$ cat src/rtl/serial_alu_pkg.sv
// Shared encodings for the digit-serial ALU: operation codes, NZCV flag indices, FSM states.
package serial_alu_pkg;

  typedef enum logic [1:0] {
    ALU_ADD = 2'b00,
    ALU_SUB = 2'b01,
    ALU_AND = 2'b10,
    ALU_ORR = 2'b11
  } alu_op_e;

  localparam int FLAG_N = 3;
  localparam int FLAG_Z = 2;
  localparam int FLAG_C = 1;
  localparam int FLAG_V = 0;

  typedef enum logic [1:0] {
    S_IDLE = 2'd0,
    S_RUN  = 2'd1,
    S_DONE = 2'd2
  } state_e;

  function automatic logic is_arith(alu_op_e op);
    return (op == ALU_ADD) || (op == ALU_SUB);
  endfunction

  // Beat counter needs at least one bit even when a single beat covers the word.
  function automatic int cnt_width(int beats);
    return (beats > 1) ? $clog2(beats) : 1;
  endfunction

endpackage

$ cat src/rtl/alu_digit.sv
// One DIGIT-wide slice of the ALU, purely combinational; serial_alu chains it over time via its carry register.
module alu_digit
  import serial_alu_pkg::*;
#(
  parameter int DIGIT = 8
) (
  input  logic [DIGIT-1:0] a,
  input  logic [DIGIT-1:0] b,
  input  logic             cin,
  input  alu_op_e          op,
  output logic [DIGIT-1:0] y,
  output logic             cout
);

  logic [DIGIT-1:0] b_eff;
  logic [DIGIT:0]   sum;

  always_comb begin
    b_eff = (op == ALU_SUB) ? ~b : b;
    sum   = {1'b0, a} + {1'b0, b_eff} + {{DIGIT{1'b0}}, cin};
    y     = sum[DIGIT-1:0];
    cout  = 1'b0;
    case (op)
      ALU_ADD, ALU_SUB: begin
        y    = sum[DIGIT-1:0];
        cout = sum[DIGIT];
      end
      ALU_AND: y = a & b;
      ALU_ORR: y = a | b;
      default: y = sum[DIGIT-1:0];
    endcase
  end

endmodule

$ cat src/rtl/serial_alu.sv
// Digit-serial ADD/SUB/AND/ORR with NZCV flags; accept edge t -> Done during the cycle after edge t+N.
// Ready is low only while running; a Start seen without Ready is dropped, never queued.
module serial_alu
  import serial_alu_pkg::*;
#(
  parameter int WIDTH = 32,
  parameter int DIGIT = 8
) (
  input  logic             clk,
  input  logic             reset,
  input  logic             Start,
  output logic             Ready,
  input  logic [1:0]       ALUControl,
  input  logic [WIDTH-1:0] SrcA,
  input  logic [WIDTH-1:0] SrcB,
  output logic [WIDTH-1:0] ALUResult,
  output logic [3:0]       ALUFlags,
  output logic             Done
);

  localparam int N     = WIDTH / DIGIT;
  localparam int CNT_W = cnt_width(N);
  localparam int SH_W  = (N > 1) ? (WIDTH - DIGIT) : 1;
  localparam logic [CNT_W-1:0] LAST_BEAT = CNT_W'(N - 1);

  state_e             state_q, state_d;
  alu_op_e            op_q, op_d;
  logic [WIDTH-1:0]   a_q, a_d;
  logic [WIDTH-1:0]   b_q, b_d;
  logic [SH_W-1:0]    sh_q, sh_d;
  logic [CNT_W-1:0]   cnt_q, cnt_d;
  logic               carry_q, carry_d;
  logic [WIDTH-1:0]   res_q, res_d;
  logic [3:0]         flg_q, flg_d;

  logic [DIGIT-1:0]   dig_y;
  logic               dig_cout;
  logic [WIDTH-1:0]   final_res;
  logic [SH_W-1:0]    sh_next;
  logic               accept;
  logic               last_beat;
  logic               b_msb_eff;

  alu_digit #(.DIGIT(DIGIT)) u_digit (
    .a    (a_q[DIGIT-1:0]),
    .b    (b_q[DIGIT-1:0]),
    .cin  (carry_q),
    .op   (op_q),
    .y    (dig_y),
    .cout (dig_cout)
  );

  // The final digit goes straight into the result, so the shift register only holds the lower N-1 digits.
  generate
    if (N > 1) begin : g_multi
      assign final_res = {dig_y, sh_q};
      assign sh_next   = final_res[WIDTH-1:DIGIT];
    end else begin : g_single
      assign final_res = dig_y;
      assign sh_next   = sh_q;
    end
  endgenerate

  always_comb begin
    state_d   = state_q;
    op_d      = op_q;
    a_d       = a_q;
    b_d       = b_q;
    sh_d      = sh_q;
    cnt_d     = cnt_q;
    carry_d   = carry_q;
    res_d     = res_q;
    flg_d     = flg_q;

    Ready     = (state_q != S_RUN);
    Done      = (state_q == S_DONE);
    accept    = Start && Ready;
    last_beat = (state_q == S_RUN) && (cnt_q == LAST_BEAT);
    // At the last beat the low digit of b_q is B's top digit.
    b_msb_eff = (op_q == ALU_SUB) ? ~b_q[DIGIT-1] : b_q[DIGIT-1];

    case (state_q)
      S_IDLE: begin
        if (Start) state_d = S_RUN;
      end
      S_RUN: begin
        a_d     = a_q >> DIGIT;
        b_d     = b_q >> DIGIT;
        sh_d    = sh_next;
        carry_d = dig_cout;
        cnt_d   = cnt_q + CNT_W'(1);
        if (last_beat) begin
          state_d       = S_DONE;
          res_d         = final_res;
          flg_d[FLAG_N] = final_res[WIDTH-1];
          flg_d[FLAG_Z] = (final_res == '0);
          flg_d[FLAG_C] = is_arith(op_q) ? dig_cout : 1'b0;
          flg_d[FLAG_V] = is_arith(op_q) &&
                          (a_q[DIGIT-1] == b_msb_eff) && (dig_y[DIGIT-1] != a_q[DIGIT-1]);
        end
      end
      S_DONE: begin
        state_d = Start ? S_RUN : S_IDLE;
      end
      default: state_d = S_IDLE;
    endcase

    if (accept) begin
      op_d    = alu_op_e'(ALUControl);
      a_d     = SrcA;
      b_d     = SrcB;
      cnt_d   = '0;
      carry_d = (alu_op_e'(ALUControl) == ALU_SUB);
    end
  end

  always_ff @(posedge clk or negedge reset) begin
    if (!reset) begin
      state_q <= S_IDLE;
      op_q    <= ALU_ADD;
      a_q     <= '0;
      b_q     <= '0;
      sh_q    <= '0;
      cnt_q   <= '0;
      carry_q <= 1'b0;
      res_q   <= '0;
      flg_q   <= '0;
    end else begin
      state_q <= state_d;
      op_q    <= op_d;
      a_q     <= a_d;
      b_q     <= b_d;
      sh_q    <= sh_d;
      cnt_q   <= cnt_d;
      carry_q <= carry_d;
      res_q   <= res_d;
      flg_q   <= flg_d;
    end
  end

  assign ALUResult = res_q;
  assign ALUFlags  = flg_q;

endmodule

$ cat config.mk
export PLATFORM = sky130hd
export DESIGN_NAME = serial_alu
export DESIGN_NICKNAME = d
export VERILOG_FILES = /design/src/rtl/serial_alu_pkg.sv /design/src/rtl/alu_digit.sv /design/src/rtl/serial_alu.sv
export SDC_FILE = /design/constraint.sdc
export NUM_CORES = 1
export LEC_CHECK = 0
export BUFFER_PORTS_ARGS = -buffer_cell sky130_fd_sc_hd__buf_2
export CORE_MARGIN = 2
export CORE_UTILIZATION = 45
export CTS_CLUSTER_SIZE = 24
export DETAILED_ROUTE_END_ITERATION = 8
export PLACE_DENSITY_LB_ADDON = 0.08
export SLEW_MARGIN = 0
export SYNTH_ARGS = -nofsm -noshare
export SYNTH_HDL_FRONTEND = slang
export SYNTH_SLANG_ARGS = --single-unit
$ cat constraint.sdc
create_clock -name clk -period 5 [get_ports clk]
set_input_delay 0.5 -clock clk [delete_from_list [all_inputs] [get_ports clk]]
set_output_delay 0.5 -clock clk [all_outputs]
set_load 0.01 [all_outputs]
### Word level (Yosys, flattened, before mapping)

Index checks and enable logic that the tools add are counted.

| word-level totals | value |
|---|---|
| input port bits | 69 |
| flip-flop bits (word level) | 131 |
| logic and storage cells | 57 |
| output and inout port bits | 38 |

| operators by class | value |
|---|---|
| mux-type cells | 17 |
| $add $sub $neg | 3 |
| equality and inequality tests | 12 |
| reduce and logical (&&, ||, !) cells | 12 |
| bitwise logic cells | 4 |

Operators by type and width:

| kind | number |
|---|---|
| two-way mux 32 bit | 4 |
| zero test 32 bit | 1 |
| case mux 8 bit (3 select lines) | 1 |
| adder 8 x 8 -> 9 bit | 1 |
| adder 9 x 1 -> 9 bit | 1 |
| bitwise AND 8 bit | 1 |
| equality test 2 bit, second input constant | 4 |
| two-way mux 2 bit | 4 |
| two-way mux 8 bit | 1 |
| inverter 8 bit | 1 |
| bitwise OR 8 bit | 1 |
| equality test 2 x 1 -> 1 bit, second input constant | 3 |
| two-way mux 1 bit | 6 |
| case mux 2 bit (3 select lines) | 1 |
| logical AND 1 bit | 4 |
| zero test 2 bit | 2 |
| inequality test 2 bit, second input constant | 2 |
| AND reduction 2 bit | 2 |
| adder 2 x 1 -> 2 bit, second input constant | 1 |
| inequality test 2 x 1 -> 1 bit, second input constant | 1 |
| nonzero test 2 bit | 1 |
| OR reduction 2 bit | 1 |
| equality test 1 bit | 1 |
| logical OR 1 bit | 1 |
| other kinds (2) | 2 |

### Depth between registers and ports, before layout

Gate-level depths: netlist (run 1).

| depth | value |
|---|---|
| depth in word-level cells | 7 |
| depth in mapped cells | 13 |
| mapped depth without buffers | 12 |

### Cells and area by module

A second synthesis (run 1) with hierarchy kept.

| second synthesis, totals | value |
|---|---|
| cells, all modules | 565 |
| area total of the unflattened synthesis | 6092.1 µm² |

Modules (own cells, without submodules):

| module | times used | cells each | area each (µm²) | seq. area each (µm²) |
|---|---|---|---|---|
| serial_alu | 1 | 482 | 5472.7 | 3253.1 |
| alu_digit | 1 | 83 | 619.3 | 0.0 |

### Worst setup path before layout (run 1)

OpenSTA, ideal clock, no wires.

| path | value |
|---|---|
| kind | reg2reg |
| start point | register op_q[1] |
| end point | register flg_q[2] (netlist: ALUFlags[2]) |
| slack | 2.086 ns |
| data arrival time | 2.848 ns |
| data required time | 4.934 ns |
| library setup time | 0.066 ns |
| period minus slack after synthesis | 2.914 ns |
| buffers on the path | 1 |
| cell stages (with the launch flop) | 14 |
| path through | dfrtp_1 inv_1 buf_2 nand2_1 xor2_1 fa_1 inv_1 fa_1 a21o_1 a211o_1 a31oi_4 nor4b_2 nand4_1 nand2_1 |

| on the way | value |
|---|---|
| longest elaborated chain between the ends | 6 |
| elaborated cells on any way between the ends | 10 |
| classes of those cells | add/sub (2); eq/ne (3); mux (2); reduce/logical (3) |

RTL lines:

| what | RTL line | RTL |
|---|---|---|
| start, declared | serial_alu.sv:27 | `alu_op_e op_q, op_d;` |
| start signal, assigned | serial_alu.sv:130 | `op_q <= op_d;` |
| equality test 2 x 1 -> 1 bit | alu_digit.sv:19, alu_digit.sv:23 |  |
| two-way mux 8 bit | alu_digit.sv:19 | `b_eff = (op == ALU_SUB) ? ~b : b;` |
| adder 8 x 8 -> 9 bit | alu_digit.sv:20 | `sum = {1'b0, a} + {1'b0, b_eff} + {{DIGIT{1'b0}}, cin};` |
| adder 9 x 1 -> 9 bit | alu_digit.sv:20 |  |
| case mux 8 bit (3 select lines) * | alu_digit.sv:23 | `case (op)` |
| zero test 32 bit * | serial_alu.sv:96 | `flg_d[FLAG_Z] = (final_res == '0);` |
| end signal, assigned | serial_alu.sv:137 | `flg_q <= flg_d;` |
| end, declared | serial_alu.sv:34 | `logic [3:0] flg_q, flg_d;` |

Every way passes the cells marked *; elsewhere a longest branch is shown, timed or not.
A chain may end at the register's enable or synchronous reset.

### Worst setup path in the final report (run 1)

| path | value |
|---|---|
| start point | register op_q[1] |
| end point | register res_q[30] (netlist: ALUResult[30]) |

| on the way | value |
|---|---|
| longest elaborated chain between the ends | 5 |
| elaborated cells on any way between the ends | 9 |
| classes of those cells | add/sub (2); eq/ne (3); mux (2); reduce/logical (2) |

RTL lines:

| what | RTL line | RTL |
|---|---|---|
| equality test 2 x 1 -> 1 bit | alu_digit.sv:19, alu_digit.sv:23 |  |
| two-way mux 8 bit | alu_digit.sv:19 |  |
| adder 8 x 8 -> 9 bit | alu_digit.sv:20 |  |
| adder 9 x 1 -> 9 bit | alu_digit.sv:20 |  |
| case mux 8 bit (3 select lines) * | alu_digit.sv:23 |  |
| end signal, assigned | serial_alu.sv:136 | `res_q <= res_d;` |
| end, declared | serial_alu.sv:33 | `logic [WIDTH-1:0] res_q, res_d;` |

Marked as above.

==> results of run 1 <==
-- cells in the mapped netlist (all sizes together) (2+ instances only) --
| master | number |
|---|---|
| nor4 | 6 |
| fa | 2 |
| buf | 23 |
| clkbuf | 13 |
| nor4b | 3 |
| o21bai | 3 |
| nor3b | 2 |
| a21oi | 8 |
| mux2 | 26 |
| maj3 | 4 |
| nor3 | 2 |
| o21ai | 75 |
| nand2b | 2 |
| nor2b | 3 |
| mux2i | 65 |
| o2111ai | 2 |
| ha | 8 |
| nand4 | 3 |
| a211oi | 3 |
| a31oi | 4 |
| xnor2 | 8 |
| a2bb2oi | 2 |
| xor2 | 3 |
| nor2 | 23 |
| or2 | 2 |
| o22ai | 3 |
| nand2 | 129 |
| dfrtp | 130 |
| inv | 7 |
-- power by group through the flow --
stage	registers [uW]	logic, uW	clock network [uW]
final	1860	2010	1260
after detailed placement	1880	2030	0
after floorplan	1800	1490	0
after global placement	1860	2000	0
after global routing	1920	2300	1340
after CTS	1860	2030	1290
-- registers in the layout, indices dropped and copies added (netlist names) --
signal     flops
ALUResult     32
a_q           32
b_q           32
sh_q          24
ALUFlags       3
cnt_q          2
op_q           2
state_q        2
carry_q        1
-- logic make-up (layout without fill, tap and decap cells) --
group / Yosys count / in the layout / synth area share, %
multiplexers: 91 / 91 / 15.6
buffers and inverters: 44 / 149 / 3.28
adder cells (fa/ha/maj): 14 / 14 / 3.01
XOR/XNOR: 11 / 11 / 1.60
AO/OA/AOI/OAI: 106 / 106 / 10.1
flip-flops: 130 / 130 / 53.9
AND/OR/NAND/NOR: 178 / 178 / 12.5
-- layer usage --
metal	vias up	wire length [um]	GRT usage, %
li1	2165	-	-
met1	2053	6170	25.7
met4	0	350	8.53
met5	-	0	0
met2	105	6140	31.3
met3	24	782	6.08
-- stage by stage --
stage	std cells	power (uW)
4_1_cts	855	5180
6_report	855	5130
3_5_place_dp	823	3900
5_1_grt	855	5560
3_3_place_gp	823	3860
2_1_floorplan	574	3290
-- final cells by class --
class                           instances  area, um2  share of cell area [%]
Sequential cell                       130       3250                    44.8
Multi-Input combinational cell        400       2590                    35.7
Timing Repair Buffer                  109        562                    7.73
Clock buffer                           24        482                    6.63
Tap cell                              176        220                    3.03
Clock inverter                          8        125                    1.72
Inverter                                8       30.0                   0.413
-- critical path: stages (launching register included) --
cell and delay [ns]:
dfrtp_1 0.54, inv_1 0.50, nand2_1 0.41, xor2_1 0.28, fa_1 0.22, inv_1 0.06, fa_1 0.42, a211oi_1 0.36
o21bai_1 0.16, a21oi_2 0.19, xnor2_1 0.08, mux2i_1 0.19, o21ai_0 0.13
-- worst paths after layout --
kind                            slack (ns)  cells past startpoint                      start                        end
worst max-delay path                  1.28                     12        op_q[1]$_DFFE_PN0P_  ALUResult[30]$_DFFE_PN0P_
worst min register to register        0.47                      2  ALUResult[29]$_DFFE_PN0P_  ALUResult[29]$_DFFE_PN0P_
worst max register to register        1.28                     12        op_q[1]$_DFFE_PN0P_  ALUResult[30]$_DFFE_PN0P_
min in group clk                      0.33                      3                   SrcA[31]        a_q[31]$_DFFE_PN0P_
worst min-delay path                  0.14                      1                      reset  ALUResult[23]$_DFFE_PN0P_
max in group asynchronous             3.85                      2                      reset         b_q[1]$_DFFE_PN0P_
==> results.ini, run 1 <==
[clock_tree]
cts.clk_slew.worst_paths_ns = 0.06
cts_resized = 0
cts_max_level = 4
cts_setup_buffers = 0
cts_buffer_depth = 2
ctsRootBufferMaster = clkbuf_16
cts_buffers = 17
cts.sinks = 130
clk_latency_ns = 0.41
cts_hold_buf = 0
cts_tree = built

[global_routing]
grt_pass1_wl_um = 22300
track_usage_pct = 20.0
grt_overflow = 0
grt_max_degree = 115
grt_antenna_before_repair = 0
grt_pass1_vias = 4413

[place]
port-buffer-count = 106
place_congestion = 0.873
dp_hpwl_um = 9290
placed_cell_area_mm2 = 0.00666
post-place-ws_ns = 1.38

[timing]
hold_viol_final = 0
hold_slack_ns = 0.140
fin_ws_ns = 1.28
setup_tns_ns = 0
clock_skew_ns = 0.00813
min_period_ns = 3.72
rsz0062_at_grt = false
timing.final.crit_share_pct = 74.4
slew_violations = 0
max_freq_mhz = 269
setup_viol = 0
relSlewSlack_pct = 25.3
tightest_slew_ns = 1.12

[worst_setup_path]
cp_max_fo = 15
setup.worst_path.class = reg2reg
cp.arrival_ns = 3.97
critPathCaptureType = flip-flop
cp.required_ns = 5.25
start_kind = flip-flop

[cells_and_area]
mostFrequentLayoutCell = dfrtp_1
drive_gt1_share_pct = 25.3
fin_util_pct = 55.1
postLayoutCellArea_mm2 = 0.00726
area_delta_synth_final_pct = 20.4
nFillCells = 1200
nNetsFinal = 745
num_antenna_cells = 0
final_cell_mix = dfrtp_1 (130), nand2_1 (128), buf_2 (104), o21ai_0 (74), mux2i_1 (65)

[synth]
synth_nets = 653
ys_ff_latch = 130
synthDistinctLibCells = 48
ys_warn_count = 0
syn_area_per_cell_um2 = 10.5
synth_area_leaders = dfrtp_1 (54%), mux2i_1 (11%), nand2_1 (8.0%), o21ai_0 (6.1%), mux2_2 (4.9%)
syn_area_mm2 = 0.00604
ys_async_sr_fraction_pct = 100
synth.top_cell.area_share_pct = 53.9
synth_top_cell_by_area = dfrtp_1
yosysSeqAreaShare_pct = 53.9
synth-edff-count = 0
synthCells = 574
synthFlopType = dfrtp_1

[drt]
drc = 0
drt_iter0_markers = 260
routed_via_density = 5.08
wire_per_inst_um = 15.7
via_count = 4347
finalWirelength_um = 13400
detail-route-antenna-nets = 0
first_pass_iters = 4

[die]
io_pins = 107
rows = 42
die_w_um = 120
die-area_mm2 = 0.0144
core_mm2 = 0.0132
initial_utilization_pct = 45.8
chipHeight_um = 120

[power]
peakVddDrop_uv = 368
swShare_pct = 38.5
pwr-share-clk_pct = 24.6
p_int_uw = 3160
p_switching_uw = 1980
combPwrFrac_pct = 39.2
p_per_area_mw_per_mm2 = 706
p_leak_uw = 0.00361
seqPwrFrac_pct = 36.2

[flow_run]
drv_cap = 0

[hold_path]
worstHoldPathType = in2async

[status]
status = complete, no violations

Power figures use the tool's default switching activity.
==> run 2: changes to the inputs <==
clock period = 3.1 ns   (was 5 ns; I/O delays follow)
==> run 2 against run 1 <==
  * The run now ends with negative hold slack left
  * Flip-flop and latch count is the same
  * Sequential power grew 58%
  * Via count grew 1.5%
  * Clock-buffer cell count shrank 4
  * Clock power grew 66%
  * Cell count grew 0.82%
==> results.ini, run 2 (synthesized netlist as in run 1, its figures left out) <==
[die]
die-area_mm2 = 0.0144  ; unchanged
rows = 42  ; unchanged
chipHeight_um = 120  ; unchanged
die_w_um = 120  ; unchanged
io_pins = 107  ; unchanged
initial_utilization_pct = 45.8  ; unchanged
core_mm2 = 0.0132  ; unchanged

[clock_tree]
ctsRootBufferMaster = clkbuf_16
cts_buffer_depth = 2  ; unchanged
cts.sinks = 130  ; unchanged
cts.clk_slew.worst_paths_ns = 0.06  ; about the same
cts_buffers = 17  ; unchanged
clk_latency_ns = 0.42  ; about the same
cts_setup_buffers = 0  ; unchanged
cts_hold_buf = 0  ; unchanged
cts_max_level = 4  ; unchanged
cts_tree = built
cts_resized = 0  ; unchanged

[timing]
clock_skew_ns = 0.0121  ; +0.00397 ns
relSlewSlack_pct = 34.1  ; +8.9 points
slew_violations = 0  ; unchanged
setup_viol = 0  ; unchanged
tightest_slew_ns = 0.988  ; -0.133 ns
timing.final.crit_share_pct = 84.2  ; +9.9 points
hold_slack_ns = -0.0296  ; -0.170 ns
max_freq_mhz = 383  ; +42%
setup_tns_ns = 0  ; unchanged
hold_viol_final = 5  ; +5
rsz0062_at_grt = false
min_period_ns = 2.61  ; -1.11 ns

[place]
place_congestion = 0.842  ; -3.6%
port-buffer-count = 106  ; unchanged
dp_hpwl_um = 9360  ; +0.74%
placed_cell_area_mm2 = 0.00674  ; +1.2%

[drt]
detail-route-antenna-nets = 0  ; unchanged
drc = 0  ; unchanged
via_count = 4411  ; +1.5%
routed_via_density = 5.12  ; +0.65%
finalWirelength_um = 13500  ; +0.19%
first_pass_iters = 4  ; unchanged
wire_per_inst_um = 15.6  ; -0.62%
drt_iter0_markers = 189  ; -27%

[worst_setup_path]
critPathCaptureType = flip-flop
cp_max_fo = 3  ; -12
cp.arrival_ns = 2.97  ; -1.00 ns
start_kind = flip-flop
setup.worst_path.class = reg2reg
cp.required_ns = 3.46  ; -1.79 ns

[cells_and_area]
drive_gt1_share_pct = 26.2  ; +0.91 points
postLayoutCellArea_mm2 = 0.00735  ; +1.2%
nFillCells = 1204  ; +0.33%
final_cell_mix = dfrtp_1 (130), nand2_1 (128), buf_2 (104), o21ai_0 (74), mux2i_1 (65)
nNetsFinal = 752  ; +0.94%
multiInputGateArea_mm2 = 0.00259  ; unchanged
num_antenna_cells = 0  ; unchanged
fin_util_pct = 55.7  ; +0.67 points
ff_latch_area_mm2 = 0.00325  ; unchanged
area_delta_synth_final_pct = 21.8
mostFrequentLayoutCell = dfrtp_1

[global_routing]
grt_overflow = 0  ; unchanged
grt_antenna_before_repair = 0  ; unchanged
grt_pass1_vias = 4423  ; +0.23%
track_usage_pct = 20.0  ; +0.064 points
grt_pass1_wl_um = 22200  ; -0.49%
grt_max_degree = 115  ; unchanged

[hold_path]
worstHoldPathType = in2async

[power]
p_per_area_mw_per_mm2 = 1140  ; +61%
peakVddDrop_uv = 626  ; +70%
p_leak_uw = 0.00365  ; +0.96%

[status]
status = complete, but fails checks
violations = negative hold slack

[flow_run]
drv_cap = 0  ; unchanged

-- run 2: cell type report --
cell class                 count  share of cell area [%]
sequential                   130                    44.2
multi-input combinational    400                    35.3
timing repair buffer         116                    8.69
clock buffer                  20                    5.94
tap                          176                    2.99
clock inverter                12                    2.47
inverter                       8                   0.408
-- run 2: where the power goes --
| group | internal [uW] | switching (uW) |
|---|---|---|
| Clock | 1350 | 741 |
| Sequential | 2420 | 518 |
| Combinational | 1400 | 1950 |
| Total | 5170 | 3210 |
-- run 2: final timing paths --
kind                                           startpoint                        end  slack, ns  depth (start not counted)
worst max register to register        op_q[1]$_DFFE_PN0P_    ALUFlags[2]$_DFFE_PN0P_       0.49                         12
worst min-delay path                                reset  ALUResult[29]$_DFFE_PN0P_      -0.03                          1
max in group asynchronous                           reset         a_q[7]$_DFFE_PN0P_       2.29                          2
worst max-delay path                  op_q[1]$_DFFE_PN0P_    ALUFlags[2]$_DFFE_PN0P_       0.49                         12
worst min register to register  ALUResult[29]$_DFFE_PN0P_  ALUResult[29]$_DFFE_PN0P_       0.48                          2
min in group clk                                 SrcB[27]        b_q[27]$_DFFE_PN0P_       0.13                          3
-- run 2: metal layers --
metal  up-vias  part of all wire, %  track usage, %
li1       2180                    -               -
met1      2115                   46            25.2
met2        95                   47            32.1
met3        21                  5.1            6.32
met4         0                  2.2            8.16
met5         -                    0               0
-- run 2: worst max-delay path, cell delays in order, from the launching register on --
cell	delay [ns]
dfrtp_1	0.37
inv_1	0.07
nand2_1	0.08
xor2_1	0.17
fa_1	0.21
inv_1	0.06
fa_1	0.42
a211oi_1	0.36
or2_2	0.22
o2111ai_1	0.13
nor3b_1	0.24
nand4_1	0.13
nand2_1	0.09
-- run 2: metrics by stage --
| step | setup WS, ns | power [uW] | cells | hold slack (ns) |
|---|---|---|---|---|
| 2_1_floorplan | 0.186 | 5310 | 574 | 0.0144 |
| 3_3_place_gp | 0.573 | 6290 | 830 | 0.456 |
| 3_5_place_dp | 0.512 | 6350 | 830 | 0.463 |
| 4_1_cts | 0.485 | 8470 | 862 | 0.0532 |
| 5_1_grt | 0.215 | 9040 | 862 | 0.0609 |
| 6_report | 0.488 | 8380 | 862 | -0.0296 |
==> run 3: changes to the inputs <==
clock period = 2.5 ns   (was 3.1 ns; I/O delays follow)
==> run 3 against run 2 <==
  * The flow finishes with violations (negative setup slack)
  * Sequential share of layout area is 0.42 points lower
  * Critical path depth stayed put
  * Cell count is 0.70% higher
  * Non-clock buffer count is 7 higher
  * Sequential power is 25% higher
  * Wire length is 2.0% higher
  * Worst hold slack better by 0.11 ns
  * Worst setup slack worse by 0.50 ns
  * Total power is 24% higher
  * Cell area is 0.97% higher
  * Largest power group unchanged
==> results.ini, run 3 (synthesized netlist as in run 1, its figures left out) <==
[timing]
min_period_ns = 2.51  ; -0.0976 ns
hold_viol_final = 0  ; -5
relSlewSlack_pct = 37.5  ; +3.4 points
setup_viol = 1  ; +1
timing.final.crit_share_pct = 101  ; +16 points
tightest_slew_ns = 0.937  ; -0.0516 ns
slew_violations = 0  ; unchanged
fin_ws_ns = -0.0141  ; -0.502 ns
clock_skew_ns = 0.00856  ; -0.00354 ns
rsz0062_at_grt = true
max_freq_mhz = 398  ; +3.9%

[status]
status = complete, but fails checks
violations = negative setup slack

[cells_and_area]
fin_util_pct = 56.3  ; +0.54 points
nNetsFinal = 759  ; +0.93%
final_cell_mix = dfrtp_1 (130), nand2_1 (127), buf_2 (104), o21ai_0 (73), mux2i_1 (65)
postLayoutCellArea_mm2 = 0.00742  ; +0.97%
mostFrequentLayoutCell = dfrtp_1
area_delta_synth_final_pct = 23.0
num_antenna_cells = 0  ; unchanged
stdcell_count = 868  ; +0.70%
drive_gt1_share_pct = 28.5  ; +2.2 points

[worst_setup_path]
setup.worst_path.class = reg2reg
cp.required_ns = 2.85  ; -0.61 ns
cp.arrival_ns = 2.87  ; -0.10 ns
r2r_start = op_q[1]$_DFFE_PN0P_
worst_r2r_path_depth = 12  ; unchanged
cp_max_fo = 3  ; unchanged
critPathCaptureType = flip-flop
start_kind = flip-flop
r2r_end = ALUFlags[2]$_DFFE_PN0P_
r2r_slack_ns = -0.01  ; -0.50 ns

[power]
combPwrFrac_pct = 41.9  ; +1.9 points
peakVddDrop_uv = 634  ; +1.3%
p_switching_uw = 4040  ; +26%
p_leak_uw = 0.00369  ; +1.1%
p_per_area_mw_per_mm2 = 1400  ; +23%
swShare_pct = 38.7  ; +0.48 points
pwr-share-clk_pct = 22.9  ; -2.0 points
seqPwrFrac_pct = 35.2  ; about the same
p_int_uw = 6380  ; +23%

[drt]
detail-route-antenna-nets = 0  ; unchanged
drt_iter0_markers = 202  ; +6.9%
wl_met3_um = 609  ; -12%
dr_wl_met2_um = 6680  ; +5.2%
finalWirelength_um = 13700  ; +2.0%
first_pass_iters = 4  ; unchanged
via_count = 4418  ; +0.16%
wire_per_inst_um = 15.8  ; +1.3%
top_layer = met4
wl_met1_um = 6230  ; +1.7%
routed_via_density = 5.09  ; -0.53%
drc = 0  ; unchanged

[hold_path]
holdPathEnd = a_q[27]$_DFFE_PN0P_
worstHoldPathType = in2reg
holdPathStages = 3
min-delay-start = SrcA[27]

[clock_tree]
cts_buffers = 17  ; unchanged
clk_latency_ns = 0.42  ; about the same
cts.clk_slew.worst_paths_ns = 0.05  ; about the same
cts_tree = built
cts_max_level = 4  ; unchanged
ctsRootBufferMaster = clkbuf_16
cts_buffer_depth = 2  ; unchanged
cts.sinks = 130  ; unchanged
cts_setup_buffers = 0  ; unchanged

[place]
place_congestion = 0.896  ; +6.4%
port-buffer-count = 106  ; unchanged
post-place-ws_ns = -0.119  ; -0.630 ns
post-place-cells = 836  ; +0.72%
placed_cell_area_mm2 = 0.00681  ; +1.1%
dp_hpwl_um = 9760  ; +4.2%

[die]
io_pins = 107  ; unchanged
die_w_um = 120  ; unchanged
core_mm2 = 0.0132  ; unchanged
rows = 42  ; unchanged
die-area_mm2 = 0.0144  ; unchanged
chipHeight_um = 120  ; unchanged
initial_utilization_pct = 45.8  ; unchanged

[global_routing]
grt_max_degree = 115  ; unchanged
grt_pass1_wl_um = 22500  ; +1.6%
grt_antenna_before_repair = 0  ; unchanged
track_usage_pct = 20.3  ; +0.28 points
grt_overflow = 0  ; unchanged
grt_pass1_vias = 4426  ; +0.068%

[flow_run]
drv_cap = 0  ; unchanged

-- run 3: changes by cell type in the layout (fill, tap and decap cells not counted), sizes merged --
| cell | change |
|---|---|
| buf | +6 |
| clkinv | +3 |
| bufinv | -2 |
| clkinvlp | -2 |
| clkbuf | +1 |
| dlygate4sd3 | +1 |
| inv | -1 |
-- run 3: layer usage --
| metal | GRT usage (%) | vias to the layer above |
|---|---|---|
| li1 | - | 2182 |
| met1 | 26.1 | 2129 |
| met2 | 33.1 | 90 |
| met3 | 5.89 | 17 |
| met4 | 6.76 | 0 |
| met5 | 0 | - |
-- run 3: cell type report --
class / count / area [um2]
clock inverter: 10 / 109
timing repair buffer: 123 / 694
clock buffer: 21 / 460
fill: 1159 / 5770
sequential: 130 / 3250
inverter: 8 / 30.0
tap: 176 / 220
multi-input combinational: 400 / 2660
-- run 3: power groups by stage --
| stage | Clock (uW) | Sequential (uW) | Combinational [uW] |
|---|---|---|---|
| floorplan | 0 | 3600 | 3050 |
| global placement | 0 | 3690 | 4220 |
| global route | 2530 | 3800 | 4910 |
| detailed placement | 0 | 3720 | 4290 |
| CTS | 2430 | 3690 | 4360 |
| finish | 2380 | 3670 | 4360 |
-- run 3: worst max-delay path by stage --
stage,startpoint,end,slack [ns],cells after the start
after detailed placement,op_q[1]$_DFFE_PN0P_,ALUResult[30]$_DFFE_PN0P_,-0.12,12
after global placement,op_q[1]$_DFFE_PN0P_,ALUFlags[2]$_DFFE_PN0P_,-0.02,12
after CTS,op_q[1]$_DFFE_PN0P_,ALUFlags[2]$_DFFE_PN0P_,-0.03,12
final,op_q[1]$_DFFE_PN0P_,ALUFlags[2]$_DFFE_PN0P_,-0.01,12
after global routing,op_q[1]$_DFFE_PN0P_,ALUFlags[2]$_DFFE_PN0P_,-0.16,12
after floorplan,op_q[1]$_DFFE_PN0P_,ALUFlags[2]$_DFFE_PN0P_,-0.05,13
-- run 3: through the flow --
| stage | hold slack [ns] | setup TNS [ns] | power [uW] |
|---|---|---|---|
| finish | 0.0780 | -0.0141 | 10400 |
| global route | 0.0773 | -0.400 | 11200 |
| CTS | 0.0660 | -0.0324 | 10500 |
| detailed placement | 0.265 | -0.483 | 8010 |
| global placement | 0.258 | -0.0406 | 7910 |
| floorplan | -0.0456 | -0.0839 | 6650 |
-- run 3: worst max-delay path: stages, from the launching register on --
cell	delay, ns
dfrtp_1	0.39
inv_2	0.11
nand2_8	0.06
xor2_2	0.18
fa_2	0.24
inv_2	0.04
fa_2	0.37
a21o_1	0.17
a211o_1	0.29
a31oi_4	0.20
nor4b_4	0.21
nand4_1	0.11
nand2_1	0.07
-- run 3: timing repair --
action / 4_1_cts / 5_1_grt
setup endpoints to repair: 5 / 10
gates resized for setup: 3 / 5
hold endpoints to repair: 55 / 0
hold buffers: 1 / 0
pin swaps: 0 / 1
